==> config.mk <==
export PLATFORM = sky130hd
export DESIGN_NAME = out_fm_tile_store_sched
export DESIGN_NICKNAME = d
export VERILOG_FILES = /design/src/rtl/out_fm_tile_store_sched.sv
export SDC_FILE = /design/constraint.sdc
export NUM_CORES = 1
export LEC_CHECK = 0
export BUFFER_PORTS_ARGS = -buffer_cell sky130_fd_sc_hd__buf_2
export CORE_UTILIZATION = 45
export CTS_BUF_LIST = sky130_fd_sc_hd__clkbuf_4 sky130_fd_sc_hd__clkbuf_8
export CTS_CLUSTER_DIAMETER = 40
export DETAILED_ROUTE_END_ITERATION = 10
export GPL_TIMING_DRIVEN = 0
export PLACE_DENSITY_LB_ADDON = 0.05
export SYNTH_ARGS = -nofsm -noshare
export SYNTH_HDL_FRONTEND = slang
export SYNTH_SLANG_ARGS = --single-unit
==> constraint.sdc <==
create_clock -name clk -period 6.4 [get_ports clk]
set_clock_uncertainty 0.15 [all_clocks]
set_input_delay 0.32 -clock clk [delete_from_list [all_inputs] [get_ports clk]]
set_output_delay 0.32 -clock clk [all_outputs]
set_load 0.005 [all_outputs]
==> src/rtl/out_fm_tile_store_sched.sv <==
// rtl/out_fm_tile_store_sched.sv - tile-level write-back scheduler for output feature maps
//
// Walks every output tile of a layer in compute order (column innermost, then
// row, then n). For each tile it drives the store engine through a
// store_start/store_done handshake while presenting the tile base coordinates.
// Finished-but-unstored tiles reported by the compute array are tracked in a
// credit counter. When that counter is full, compute is back-pressured.
//
// Optional feature macro: OUT_FM_SCHED_PERF_EN (WAIT_DONE cycle counter).
//
// Ports:
//   clk, rst           clock; asynchronous active-high reset
//   layer_start        pulse: begin a layer (ignored and flagged while busy)
//   layer_done         pulse: last tile has been stored
//   busy               high whenever the scheduler is not idle
//   tile_ready         pulse: compute finished one output tile
//   ready_full         credit counter is at MAX_READY
//   store_start        pulse: store engine should write the current tile
//   store_done         store engine finished the current tile
//   tile_base_n/row/col base coordinates of the current tile
//   sched_err          sticky protocol error, cleared by layer_start
//   store_wait_cycles  cycles spent waiting on the store engine (0 unless perf build)

module out_fm_tile_store_sched #(
    parameter int CW        = 16,
    parameter int M         = 32,
    parameter int R         = 64,
    parameter int C         = 32,
    parameter int Tm        = 16,
    parameter int Tr        = 64,
    parameter int Tc        = 16,
    parameter int MAX_READY = 4
) (
    input  logic          clk,
    input  logic          rst,
    input  logic          layer_start,
    output logic          layer_done,
    output logic          busy,
    input  logic          tile_ready,
    output logic          ready_full,
    output logic          store_start,
    input  logic          store_done,
    output logic [CW-1:0] tile_base_n,
    output logic [CW-1:0] tile_base_row,
    output logic [CW-1:0] tile_base_col,
    output logic          sched_err,
    output logic [31:0]   store_wait_cycles
);

    localparam int CRW = $clog2(MAX_READY + 1);
    localparam int SW  = CW + 1;

    typedef enum logic [2:0] {
        S_IDLE,
        S_WAIT_READY,
        S_ISSUE,
        S_WAIT_DONE,
        S_NEXT,
        S_FINISH
    } state_t;

    state_t         state;
    state_t         state_nx;
    logic [CRW-1:0] credit;
    logic [CW-1:0]  base_n;
    logic [CW-1:0]  base_row;
    logic [CW-1:0]  base_col;
    logic           err_flag;

    logic           start_layer;
    logic           credit_inc;
    logic           credit_dec;
    logic           err_set;

    // Coordinate advance, one bit wider than the bases so a sum near 2^CW
    // compares correctly instead of wrapping to a small value.
    logic [SW-1:0]  col_sum;
    logic [SW-1:0]  row_sum;
    logic [SW-1:0]  n_sum;
    logic           col_wrap;
    logic           row_wrap;
    logic           last_tile;
    logic [CW-1:0]  col_nx;
    logic [CW-1:0]  row_nx;
    logic [CW-1:0]  n_nx;

    // Outputs decoded from registered state only.
    assign busy        = (state != S_IDLE);
    assign store_start = (state == S_ISSUE);
    assign layer_done  = (state == S_FINISH);
    assign ready_full  = (credit == CRW'(MAX_READY));

    assign tile_base_n   = base_n;
    assign tile_base_row = base_row;
    assign tile_base_col = base_col;
    assign sched_err     = err_flag;

    // A layer only starts from idle; a start while busy is a protocol error.
    assign start_layer = (state == S_IDLE) && layer_start;

    // tile_ready is ignored while idle and dropped when the counter is full.
    assign credit_inc = tile_ready && busy && !ready_full;
    assign credit_dec = (state == S_ISSUE);

    assign err_set = (tile_ready && busy && ready_full)
                   || (store_done && (state != S_WAIT_DONE))
                   || (layer_start && busy);

    always_comb begin
        col_sum   = {1'b0, base_col} + SW'(Tc);
        row_sum   = {1'b0, base_row} + SW'(Tr);
        n_sum     = {1'b0, base_n} + SW'(Tm);
        col_wrap  = (col_sum >= SW'(C));
        row_wrap  = col_wrap && (row_sum >= SW'(R));
        last_tile = row_wrap && (n_sum >= SW'(M));

        col_nx = col_sum[CW-1:0];
        row_nx = base_row;
        n_nx   = base_n;
        if (col_wrap) begin
            col_nx = '0;
            row_nx = row_sum[CW-1:0];
            if (row_wrap) begin
                row_nx = '0;
                n_nx   = n_sum[CW-1:0];
            end
        end
    end

    always_comb begin
        state_nx = state;
        case (state)
            S_IDLE: begin
                if (layer_start) begin
                    state_nx = S_WAIT_READY;
                end
            end
            S_WAIT_READY: begin
                if (credit != '0) begin
                    state_nx = S_ISSUE;
                end
            end
            S_ISSUE: begin
                state_nx = S_WAIT_DONE;
            end
            S_WAIT_DONE: begin
                if (store_done) begin
                    state_nx = S_NEXT;
                end
            end
            S_NEXT: begin
                state_nx = last_tile ? S_FINISH : S_WAIT_READY;
            end
            S_FINISH: begin
                state_nx = S_IDLE;
            end
            default: begin
                state_nx = S_IDLE;
            end
        endcase
    end

    always_ff @(posedge clk or posedge rst) begin
        if (rst) begin
            state <= S_IDLE;
        end else begin
            state <= state_nx;
        end
    end

    // Simultaneous increment and decrement cancel out.
    always_ff @(posedge clk or posedge rst) begin
        if (rst) begin
            credit <= '0;
        end else if (start_layer) begin
            credit <= '0;
        end else if (credit_inc && !credit_dec) begin
            credit <= credit + CRW'(1);
        end else if (credit_dec && !credit_inc) begin
            credit <= credit - CRW'(1);
        end
    end

    // Bases hold from ISSUE through WAIT_DONE and only move in NEXT. On the
    // last tile they stay put so the final coordinates remain visible.
    always_ff @(posedge clk or posedge rst) begin
        if (rst) begin
            base_n   <= '0;
            base_row <= '0;
            base_col <= '0;
        end else if (start_layer) begin
            base_n   <= '0;
            base_row <= '0;
            base_col <= '0;
        end else if ((state == S_NEXT) && !last_tile) begin
            base_n   <= n_nx;
            base_row <= row_nx;
            base_col <= col_nx;
        end
    end

    always_ff @(posedge clk or posedge rst) begin
        if (rst) begin
            err_flag <= 1'b0;
        end else if (start_layer) begin
            err_flag <= 1'b0;
        end else if (err_set) begin
            err_flag <= 1'b1;
        end
    end

`ifdef OUT_FM_SCHED_PERF_EN
    logic [31:0] wait_cnt;

    always_ff @(posedge clk or posedge rst) begin
        if (rst) begin
            wait_cnt <= '0;
        end else if (start_layer) begin
            wait_cnt <= '0;
        end else if ((state == S_WAIT_DONE) && (wait_cnt != 32'hFFFF_FFFF)) begin
            wait_cnt <= wait_cnt + 32'd1;
        end
    end

    assign store_wait_cycles = wait_cnt;
`else
    assign store_wait_cycles = '0;
`endif

endmodule
# After elaboration in Yosys (flattened, before gate mapping)
# Cells that the tools add are included.
[op_classes]
n_addsub = 5
magnitude_cmp = 3
eq_ne = 10
n_mux = 21
n_reduce_logical = 28
[ops]
columns = ["cell", "n"]
rows = [
  ["two-way mux 16 bit", 11],
  ["adder 16 x 5 -> 17 bit (second input constant)", 2],
  ["greater-or-equal comparator 17 x 6 -> 1 bit (second input constant)", 2],
  ["two-way mux 3 bit", 7],
  ["adder 16 x 7 -> 17 bit (second input constant)", 1],
  ["greater-or-equal comparator 17 x 7 -> 1 bit (second input constant)", 1],
  ["one-hot mux 3 bit (5 select lines)", 1],
  ["logical AND 1 bit", 11],
  ["== test 3 bit (second input constant)", 3],
  ["nonzero test 3 bit", 3],
  ["nonzero test 2 bit", 4],
  ["== test 3 x 2 -> 1 bit (second input constant)", 2],
  ["!= test 2 bit (second input constant)", 3],
  ["AND reduction 3 bit", 2],
  ["logical NOT 1 bit", 4],
  ["adder 3 x 1 -> 3 bit (second input constant)", 1],
  ["== test 3 x 1 -> 1 bit (second input constant)", 1],
  ["logical NOT 3 bit", 1],
  ["!= test 3 x 2 -> 1 bit (second input constant)", 1],
  ["subtractor 3 x 1 -> 3 bit (second input constant)", 1],
  ["logical OR 1 bit", 2],
  ["two-way mux 1 bit", 2],
  ["AND reduction 2 bit", 1],
]
[totals]
ff_bits = 55
in_bits = 5
out_inout_bits = 85
elab_cells = 73

# Depth between registers and ports, before layout
[logic_depth]
ltp_word = 8
depth_mapped = 10
depth_no_buf = 8

# Worst setup path after synthesis
# Ideal clock, no wire load.
[synth_timing]
path_kind = "flip-flop to flip-flop"
from = "reg base_row[6], in the netlist tile_base_row[6]"
to = "reg base_row[10], in the netlist tile_base_row[10]"
setup_ns = 0.138
arrival_ns = 2.293
required_time_ns = 6.112
setup_slack_ns = 3.819
stages_incl_launch_ff = 9
n_path_buf = 0
synth_period_minus_slack_ns = 2.581
path_cell_list = "dfrtp_1 -> inv_1 -> ha_1 -> or4_1 -> or3_1 -> nor3_1 -> nand3_1 -> a211oi_4 -> nor3b_1"
[synth_between]
elab_chain_len = 8
word_cells_on_any_way = 12
classes_between = "1 x add/sub; 1 x order compare; 4 x mux; 6 x reduce/logical"
[synth_rtl]
columns = ["element", "line", "rtl"]
rows = [
  ["start: declaration", "66", "logic [CW-1:0] base_row;"],
  ["start signal: assignment", "197", "base_row <= row_nx;"],
  ["adder 16 x 7 -> 17 bit *", "111", "row_sum = {1'b0, base_row} + SW'(Tr);"],
  ["greater-or-equal comparator 17 x 7 -> 1 bit", "114", "row_wrap = col_wrap && (row_sum >= SW'(R));"],
  ["logical AND 1 bit", "114", ""],
  ["logical AND 1 bit", "115", "last_tile = row_wrap && (n_sum >= SW'(M));"],
  ["logical NOT 1 bit", "195", "end else if ((state == S_NEXT) && !last_tile) begin"],
  ["logical AND 1 bit", "195", ""],
  ["nonzero test 2 bit (no source line)", "-", ""],
  ["AND reduction 2 bit (no source line)", "-", ""],
]
# Mark *: on every way between the ends. The rest lies on a longest branch, timed or not. The select of a mux whose other input is x is not followed.
# A chain may end at the register's enable or synchronous reset.

# Final worst setup path
[layout_timing]
from = "reg base_n[4], in the netlist tile_base_n[4]"
to = "reg base_n[6], in the netlist tile_base_n[6]"
[layout_between]
elab_chain_len = 7
word_cells_on_any_way = 11
classes_between = "1 x add/sub; 1 x order compare; 4 x mux; 5 x reduce/logical"
[layout_rtl]
columns = ["element", "line", "rtl"]
rows = [
  ["start: declaration", "65", "logic [CW-1:0] base_n;"],
  ["start signal: assignment", "196", "base_n <= n_nx;"],
  ["adder 16 x 5 -> 17 bit *", "112", "n_sum = {1'b0, base_n} + SW'(Tm);"],
  ["greater-or-equal comparator 17 x 6 -> 1 bit", "115", ""],
  ["logical AND 1 bit", "115", ""],
  ["logical NOT 1 bit", "195", ""],
  ["logical AND 1 bit", "195", ""],
  ["nonzero test 2 bit (no source line)", "-", ""],
  ["AND reduction 3 bit (no source line)", "-", ""],
]
# Marked as above.

==> out/metrics.yaml <==
drt:
  drtAntennaViolNets: 0
  num_vias: 2248
  drt_iter0_drc: 86
  routed_via_density: 4.93
  wl_per_cell_um: 12.3
  wl_um: 5630
  drc: 0
  first_pass_iters: 4
logic_synthesis:
  ys_seq_area_share_pct: 37.2
  syn_inst: 285
  synthArstFlopShare_pct: 100
  synth_top_cell_area_share_pct: 37.2
  synth_most_common_cell: "buf_4"
  synth_area_leaders: "dfrtp_1 (37%), buf_4 (13%), nor3b_2 (4.1%)"
  synth.distinct_cells: 57
  ys_ff_latch: 41
  yosysWarnings: 0
  syn_area_mm2: 0.00276
  syn_area_per_cell_um2: 9.69
  yosysTopAreaCell: "dfrtp_1"
  ys.flop_type: "dfrtp_1"
  synthTopCellsByCount: "buf_4 (46), dfrtp_1 (41), inv_1 (19)"
  synth_edf_count: 0
cts:
  cts_tree: "yes"
  cts.sinks: 41
  clkSlewWorstSetupHoldPaths_ps: 80
  ctsHoldBuffers: 0
  cts_resized: 0
  root_buffer: "clkbuf_8"
  max-clock-path-buffers: 2
  postCtsSetupBuffers: 0
  cts-htree-levels: 2
  clk-insertion-delay-late_ps: 290
  cts_buffers: 5
timing:
  worst_slack_ps: 3400
  setup_viol_count_final: 0
  timing.setup.tns_ps: 0
  timing.fmax_mhz: 333
  hold_viol: 0
  final_max_slew_viol_count: 0
  rsz0062_at_grt: "no"
  whs_ps: 53.4
  min_period_over_period_pct: 46.9
  period_needed_ps: 3000
  slew_headroom_pct: 42.1
  worst-slew-pin-transition_ps: 867
placed_design:
  hpwl_um: 4230
  post-place-ws_ps: 3420
  gp_congestion: 0.881
  portBuffers: 43
  dpl_cell_area_mm2: 0.00324
  dp_cells: 448
floorplan:
  coreArea_mm2: 0.00592
  start_util_pct: 46.6
  dieArea_mm2: 0.00645
  die_x_um: 80.3
  die_y_um: 80.3
  rows: 28
  ioPinCount: 90
global_route:
  antenna_found_initial: 0
  grt_pass1_vias: 2058
  grt_max_degree: 42
  gr-total-overflow: 0
  track_usage_pct: 19.0
  grt_pass1_wl_um: 9530
setup_path:
  r2r-start: "tile_base_n[4]"
  crit_end: "tile_base_n[6]"
  cp.arrival_ps: 3010
  cp-startpoint: "tile_base_n[4]"
  worst-setup-path-type: "flip-flop to flip-flop"
  r2r_slack_ps: 3400
  r2r_cells: 8
  path_max_fanout: 10
  crit_path_end_kind: "flip-flop"
  r2r_end: "tile_base_n[6]"
  startpoint_type: "flip-flop"
  worst_ep_required_time_ps: 6410
cells_and_area:
  fin_cells: 456
  nets: 392
  drive_gt1_share_pct: 31.0
  fillers: 577
  multiInputGateArea_mm2: 0.00144
  ff_latch_area_mm2: 0.00103
  syn_to_final_growth_pct: 21.7
  design_area_mm2: 0.00336
  antenna_cells: 0
power_and_ir_drop:
  vdd_drop_max_uv: 203
  total_leakage_power_nw: 1.74
  power.density_mw_per_mm2: 256
status:
  status: "finished clean"
run:
  drv_cap: 0
worst_hold_path:
  hold_path.class: "input port to async pin"
## how the worst min path moves through the flow
| stage | startpoint | end | slack, ps | depth (start not counted) |
|---|---|---|---|---|
| after floorplan | layer_start | sched_err | 280 | 1 |
| after global placement | credit[2] | credit[2] | 400 | 2 |
| after detailed placement | rst | tile_base_row[7] | 410 | 2 |
| after CTS | rst | tile_base_row[7] | 90 | 2 |
| after global routing | rst | tile_base_row[7] | 130 | 2 |
| final | rst | credit[2] | 50 | 2 |
## cell usage in the layout, fill, tap and decap left out, types with 5 or more instances in the layout
master    Yosys  final
xnor2_1       9      9
nor3_1        8      8
nor3b_2       9      9
conb_1        1     46
nand2_1       8      8
inv_1        19     18
ha_1          6      6
buf_4        46     46
buf_2         0     43
clkbuf_8      0      6
nor3b_1      13     13
dfrtp_1      41     41
or3_1         5      5
nand4_1       5      5
nor2_1       11     11
a21oi_1       5      5
clkbuf_1     10     10
nand3_1      14     14
a31oi_1       5      5
a211oi_1     13     13
## routing by layer
| layer | routed length (um) | up-vias | share of wire [%] | track usage, % |
|---|---|---|---|---|
| met5 | 0 | - | 0 | 0 |
| met4 | 62 | 0 | 1.1 | 4.82 |
| met3 | 294 | 6 | 5.2 | 3.64 |
| met2 | 2630 | 64 | 47 | 32.6 |
| met1 | 2640 | 1056 | 47 | 24.5 |
| li1 | - | 1122 | - | - |
## cell families after synthesis
logic type / synth area share, %
flops: 37.2
buf+inv: 16.9
mux: 1.86
xor+xnor: 3.17
compound gates: 13.6
simple gates: 23.4
other cells: 0.136
fa+ha+maj: 3.81
## layout make-up
cell class	instances	area share, %
multi-input cells	213	42.8
flip-flops and latches	41	30.5
plain buffers	57	11.7
repair buffers	43	6.41
well taps	75	2.79
clock buffers	7	2.68
inverters	19	2.12
clock inverters	1	0.894
## sequential cells by signal (all words and copies together), names as in the netlist
signal and cells:
tile_base_col 12, credit 3, tile_base_n 12, state 3
tile_base_row 10, sched_err 1
## stage by stage
stage / util [%] / total power [mW]
floorplan: - / 0.568
global placement: 54.7 / 0.638
detailed placement: 54.7 / 0.648
CTS: 56.7 / 0.869
global route: 56.7 / 0.925
finish: 56.7 / 0.859
## worst max-delay path, stage by stage, from the launching register on
cell,delay (ps)
dfrtp_1,550
ha_1,330
nand4_1,200
o31a_1,320
a211oi_1,290
nand4_1,320
nor4b_2,400
buf_6,230
nor3b_2,60
## power breakdown
group | total, mW | switching (mW) | internal (mW)
Sequential | 0.318 | 0.0312 | 0.287
Combinational | 0.321 | 0.188 | 0.133
Clock | 0.220 | 0.0881 | 0.131
Total | 0.859 | 0.308 | 0.552
(Power assumes the default switching activity.)
